`src/rtl/seq_subtractor.sv`:
```
// seq_subtractor: multi-cycle subtractor D = a - b - bin, W bits per clock.
// Operands are consumed LSB slice first; a registered borrow links slices.
// Valid/ready handshake on both the operand and result sides.
// Optional feature macro: SUB_OVF_EN adds the signed-overflow output ovf.
module seq_subtractor #(
   parameter int N = 32,
   parameter int W = 8
) (
   input  logic         clk,
   input  logic         rst_n,
   input  logic         in_valid,
   output logic         in_ready,
   input  logic [N-1:0] a,
   input  logic [N-1:0] b,
   input  logic         bin,
   output logic         out_valid,
   input  logic         out_ready,
   output logic [N-1:0] d,
   output logic         bout,
   output logic         zero
`ifdef SUB_OVF_EN
   ,
   output logic         ovf
`endif
);

   localparam int K  = N / W;
   localparam int CW = (K > 1) ? $clog2(K) : 1;
   localparam logic [CW-1:0] LAST = CW'(K - 1);

   typedef enum logic [1:0] {
      IDLE = 2'd0,
      BUSY = 2'd1,
      DONE = 2'd2
   } state_t;

   state_t        state;
   state_t        state_nx;

   logic          accept;
   logic          busy;
   logic          last;

   logic [N-1:0]  a_sh;
   logic [N-1:0]  b_sh;
   logic          borrow;
   logic [CW-1:0] cnt;

   logic [W:0]    sum;
   logic [W-1:0]  s;
   logic          c;
   logic [N-1:0]  d_nx;

   // State register; reset drops any operation in flight.
   always_ff @(posedge clk) begin
      if (!rst_n) begin
         state <= IDLE;
      end else begin
         state <= state_nx;
      end
   end

   // Next-state and handshake outputs; no same-cycle DONE->accept turnaround.
   always_comb begin
      state_nx  = state;
      in_ready  = 1'b0;
      out_valid = 1'b0;
      accept    = 1'b0;
      busy      = 1'b0;
      last      = 1'b0;
      case (state)
         IDLE: begin
            in_ready = 1'b1;
            if (in_valid) begin
               accept   = 1'b1;
               state_nx = BUSY;
            end
         end
         BUSY: begin
            busy = 1'b1;
            if (cnt == LAST) begin
               last     = 1'b1;
               state_nx = DONE;
            end
         end
         DONE: begin
            out_valid = 1'b1;
            if (out_ready) begin
               state_nx = IDLE;
            end
         end
         default: begin
            state_nx = IDLE;
         end
      endcase
   end

   // One slice of a + ~b + !borrow; carry-out of the slice is the inverted borrow.
   always_comb begin
      sum  = {1'b0, a_sh[W-1:0]} + {1'b0, ~b_sh[W-1:0]} + {{W{1'b0}}, ~borrow};
      s    = sum[W-1:0];
      c    = sum[W];
      d_nx = d;
      for (int k = 0; k < K; k++) begin
         if (cnt == CW'(k)) begin
            d_nx[k*W +: W] = s;
         end
      end
   end

   // Slice counter and inter-slice borrow.
   always_ff @(posedge clk) begin
      if (!rst_n) begin
         cnt    <= '0;
         borrow <= 1'b0;
      end else if (accept) begin
         cnt    <= '0;
         borrow <= bin;
      end else if (busy) begin
         cnt    <= cnt + CW'(1);
         borrow <= ~c;
      end
   end

   // Operand shift registers: the next slice is always at the LSB end.
   always_ff @(posedge clk) begin
      if (accept) begin
         a_sh <= a;
         b_sh <= b;
      end else if (busy) begin
         a_sh <= a_sh >> W;
         b_sh <= b_sh >> W;
      end
   end

   // Result registers; flags are finalised on the last slice and then held.
   always_ff @(posedge clk) begin
      if (!rst_n) begin
         d    <= '0;
         bout <= 1'b0;
         zero <= 1'b0;
      end else if (busy) begin
         d <= d_nx;
         if (last) begin
            bout <= ~c;
            zero <= (d_nx == '0);
         end
      end
   end

`ifdef SUB_OVF_EN
   logic a_sgn;
   logic b_sgn;

   // Operand sign bits captured at accept, since the shift registers lose them.
   always_ff @(posedge clk) begin
      if (accept) begin
         a_sgn <= a[N-1];
         b_sgn <= b[N-1];
      end
   end

   // Signed overflow: operand signs differ and result sign differs from a.
   always_ff @(posedge clk) begin
      if (!rst_n) begin
         ovf <= 1'b0;
      end else if (last) begin
         ovf <= (a_sgn != b_sgn) && (d_nx[N-1] != a_sgn);
      end
   end
`endif

endmodule

```
`config.mk`:
```
export PLATFORM = sky130hd
export DESIGN_NAME = seq_subtractor
export DESIGN_NICKNAME = d
export VERILOG_FILES = /design/src/rtl/seq_subtractor.sv
export SDC_FILE = /design/constraint.sdc
export NUM_CORES = 1
export LEC_CHECK = 0
export CORE_UTILIZATION = 30
export CTS_CLUSTER_DIAMETER = 40
export DETAILED_ROUTE_END_ITERATION = 8
export GPL_TIMING_DRIVEN = 0
export PLACE_DENSITY = 0.56
export SETUP_SLACK_MARGIN = 0.05
export SKIP_CTS_REPAIR_TIMING = 1
export SLEW_MARGIN = 20
export SYNTH_ARGS = -nofsm -noshare
export SYNTH_HDL_FRONTEND = slang
export SYNTH_SLANG_ARGS = --single-unit
```
`constraint.sdc`:
```
create_clock -name clk -period 4 [get_ports clk]
set_input_delay 0.6 -clock clk [delete_from_list [all_inputs] [get_ports clk]]
set_output_delay 0.6 -clock clk [all_outputs]
set_load 0.05 [all_outputs]
```
==> reports/results.tsv <==
stage	metric	value	unit
run_status	status	complete, no violations	
timing	final_hold_viol_count	0	
yosys	synth-edff-count	64	
power_and_ir_drop	p_seq_share	43.0	%
critical_path	startpoint	a_sh[0]	
critical_path	crit_fanout	6	
power_and_ir_drop	max-vdd-ir-drop	0.000244	V
timing	report.final.slew_viol_count	0	
cells_and_area	layout.nets	608	
yosys	syn_area_per_cell	11.7	µm²
clock_tree	cts_tree	done	
global_routing	grt_pass1_wl	18200	µm
routing	dr.pass1.iters	4	
timing	rsz0062_at_grt	no	
timing	min_period	3.02	ns
clock_tree	clk_pin_slew	0.08	ns
job	drv_cap	0	
clock_tree	cts_buffer_depth	2	
yosys	ys_warn_count	0	
yosys	synth_cells	410	
yosys	async_reset_ff_share	0	%
global_routing	antenna_found_initial	0	
power_and_ir_drop	switching_share	28.0	%
critical_path	cp_data_arrival_time	3.31	ns
die	die_area	16500	µm²
cells_and_area	diodes	0	
die	fp.coreArea	15400	µm²
clock_tree	clock_latency	0.35	ns
timing	fin_crit_sh	75.4	%
timing	tightest_slew	0.719	ns
yosys	synth-seq-cells	103	
routing	vias_per_cell	4.72	
critical_path	reg2reg_from	a_sh[0]	
global_routing	gr-total-overflow	0	
placement	routabilityCongestion	0.822	
global_routing	grt_usage	14.4	%
die	fp-row-count	45	
die	die_x	129	µm
critical_path	required	4.29	ns
clock_tree	htree_levels	3	
routing	routedWlPerCell	15.1	µm
cells_and_area	syn_to_final_growth	35.1	%
critical_path	worstSetupEndpointType	register	
hold_path	min_path_type	register to register	
routing	routed_wl	11200	µm
cells_and_area	nFillCells	1505	
timing	relSlewSlack	51.7	%
yosys	yosysSeqAreaShare	56.2	%
power_and_ir_drop	power.density	461	nW/µm²
yosys	syn_area	4810	µm²
clock_tree	cts_inserted_buffers	9	
global_routing	grt_pass1_vias	3569	
critical_path	path_class	register to register	
placement	io_buffers	104	
clock_tree	root_buffer	clkbuf_16	
power_and_ir_drop	power_switching	0.840	mW
hold_path	hold_start	d[27]	
critical_path	startpoint_type	register	
critical_path	r2r_slack	0.98	ns
cells_and_area	drive_gt1_share	6.97	%
timing	holdWs	0.458	ns
routing	drc	0	
routing	dr_total_vias	3505	
routing	postRouteAntennaNets	0	
power_and_ir_drop	p_clk_share	34.7	%
timing	skew	0.00648	ns
placement	dpl.hpwl	8270	µm
power_and_ir_drop	pwr-share-comb	22.4	%
power_and_ir_drop	p_leak	2.45	nW
routing	drtIter0Drc	130	
power_and_ir_drop	internal_power	2.15	mW
global_routing	grt_max_degree	61	
timing	fmax	332	MHz
die	die_h	129	µm
yosys	synthesis.nets	492	
timing	finalSetupViolations	0	
die	num_io_pins	105	
die	start_util	31.2	%
yosys	ys_types	51	
clock_tree	cts_sinks	103	
yosys	synth_flop_cell	edfxtp_1	
timing	tns	0	ns
synth_stat cells, types with 2 or more instances:
| master | instances | area [µm²] |
|---|---|---|
| nand2_1 | 56 | 210 |
| and3_1 | 17 | 106 |
| mux2_2 | 10 | 113 |
| xnor2_1 | 3 | 26.3 |
| nor2_1 | 12 | 45.0 |
| mux2_1 | 39 | 439 |
| a311oi_1 | 2 | 17.5 |
| and2_1 | 8 | 50.1 |
| a21oi_1 | 11 | 55.1 |
| nor3_1 | 3 | 15.0 |
| o2111ai_1 | 2 | 17.5 |
| o21a_1 | 2 | 15.0 |
| a21o_1 | 2 | 15.0 |
| dfxtp_1 | 39 | 781 |
| nand3b_1 | 2 | 15.0 |
| a21boi_1 | 19 | 143 |
| nand3_1 | 7 | 35.0 |
| o211a_1 | 8 | 80.1 |
| inv_1 | 15 | 56.3 |
| edfxtp_1 | 64 | 1920 |
| o221ai_1 | 3 | 26.3 |
| a31oi_1 | 3 | 18.8 |
| ha_1 | 11 | 138 |
| buf_2 | 2 | 10.0 |
| fa_1 | 2 | 40.0 |
| buf_1 | 5 | 18.8 |
| o22ai_1 | 2 | 12.5 |
| nand2b_1 | 2 | 12.5 |
| nor2b_1 | 7 | 43.8 |
| o21ai_0 | 13 | 65.1 |
| clkbuf_1 | 15 | 56.3 |
| xor2_1 | 2 | 17.5 |
| nor4_1 | 4 | 25.0 |
cell families after synthesis:
kind of cell / synth area share [%]
xor gates and xnor gates: 0.911
buffers and inverters: 3.25
and+or+nand+nor: 12.6
AOI/OAI and AO/OA: 11.8
adders and majority gates: 3.70
DFF: 56.2
muxes: 11.5
layer usage:
layer  vias up  track usage [%]  routed length [µm]
met1      1637             18.0                5000
met2       134             22.7                5040
met3        14             5.86                1000
met5         -                0                   0
met4         0             4.43                 149
li1       1720                -                   -
metrics by stage:
step	area [µm²]	utilization [%]	cells	setup slack [ns]	total power, mW
detailed placement	6140	39.8	726	0.974	1.98
global placement	6110	39.6	725	0.103	1.96
CTS	6500	42.1	742	0.954	3.02
global route	6500	42.1	742	0.727	3.13
finish	6500	42.1	742	0.983	2.99
floorplan	4810	-	410	1.35	1.73
worst max-delay path: stages, from the launching register on:
cell	delay [ns]
edfxtp_1	0.36
inv_1	0.09
fa_1	0.22
inv_1	0.07
fa_1	0.40
a21o_1	0.23
a21oi_1	0.20
xor2_1	0.48
or3b_1	0.40
a2111o_1	0.42
o21ai_2	0.10
power by group through the flow:
stage / logic (mW) / registers, mW / clock network [mW]
after floorplan: 0.379 / 1.35 / 0
after global placement: 0.648 / 1.31 / 0
after detailed placement: 0.668 / 1.31 / 0
after CTS: 0.672 / 1.29 / 1.06
after global routing: 0.728 / 1.30 / 1.11
final: 0.669 / 1.29 / 1.04
flip-flops by register name, summed over array words and instances (netlist names):
name	cells
borrow	1
cnt	2
zero	1
b_sh	32
bout	1
a_sh	32
state	2
d	32
worst paths after layout:
path | end | cells past startpoint
worst max-delay path | zero | 10
worst max register to register | zero | 10
worst min-delay path | d[27] | 2
worst min register to register | d[27] | 2
layout make-up:
cell class / count / area (µm²) / area share (%)
flip-flops and latches: 103 / 2700 / 41.6
repair buffers: 105 / 1070 / 16.4
inverters: 16 / 62.6 / 0.963
multi-input cells: 268 / 1950 / 30.0
clock buffers: 9 / 225 / 3.47
clock inverters: 7 / 128 / 1.96
well taps: 211 / 264 / 4.06
plain buffers: 23 / 96.3 / 1.48
cells in the final DEF, fill, tap and decap left out, types with 4 or more instances in the layout:
| master | netlist | routed |
|---|---|---|
| clkdlybuf4s50_1 | 0 | 104 |
| edfxtp_1 | 64 | 64 |
| nand2_1 | 56 | 56 |
| mux2_1 | 39 | 39 |
| dfxtp_1 | 39 | 39 |
| a21boi_1 | 19 | 19 |
| and3_1 | 17 | 17 |
| clkbuf_1 | 15 | 15 |
| inv_1 | 15 | 14 |
| o21ai_0 | 13 | 13 |
| nor2_1 | 12 | 12 |
| a21oi_1 | 11 | 11 |
| ha_1 | 11 | 11 |
| mux2_2 | 10 | 10 |
| clkbuf_16 | 0 | 9 |
| and2_1 | 8 | 8 |
| o211a_1 | 8 | 8 |
| nor2b_1 | 7 | 7 |
| nand3_1 | 7 | 7 |
| buf_1 | 5 | 5 |
| nor4_1 | 4 | 4 |
Note: power is estimated with default switching activity, not from simulation.
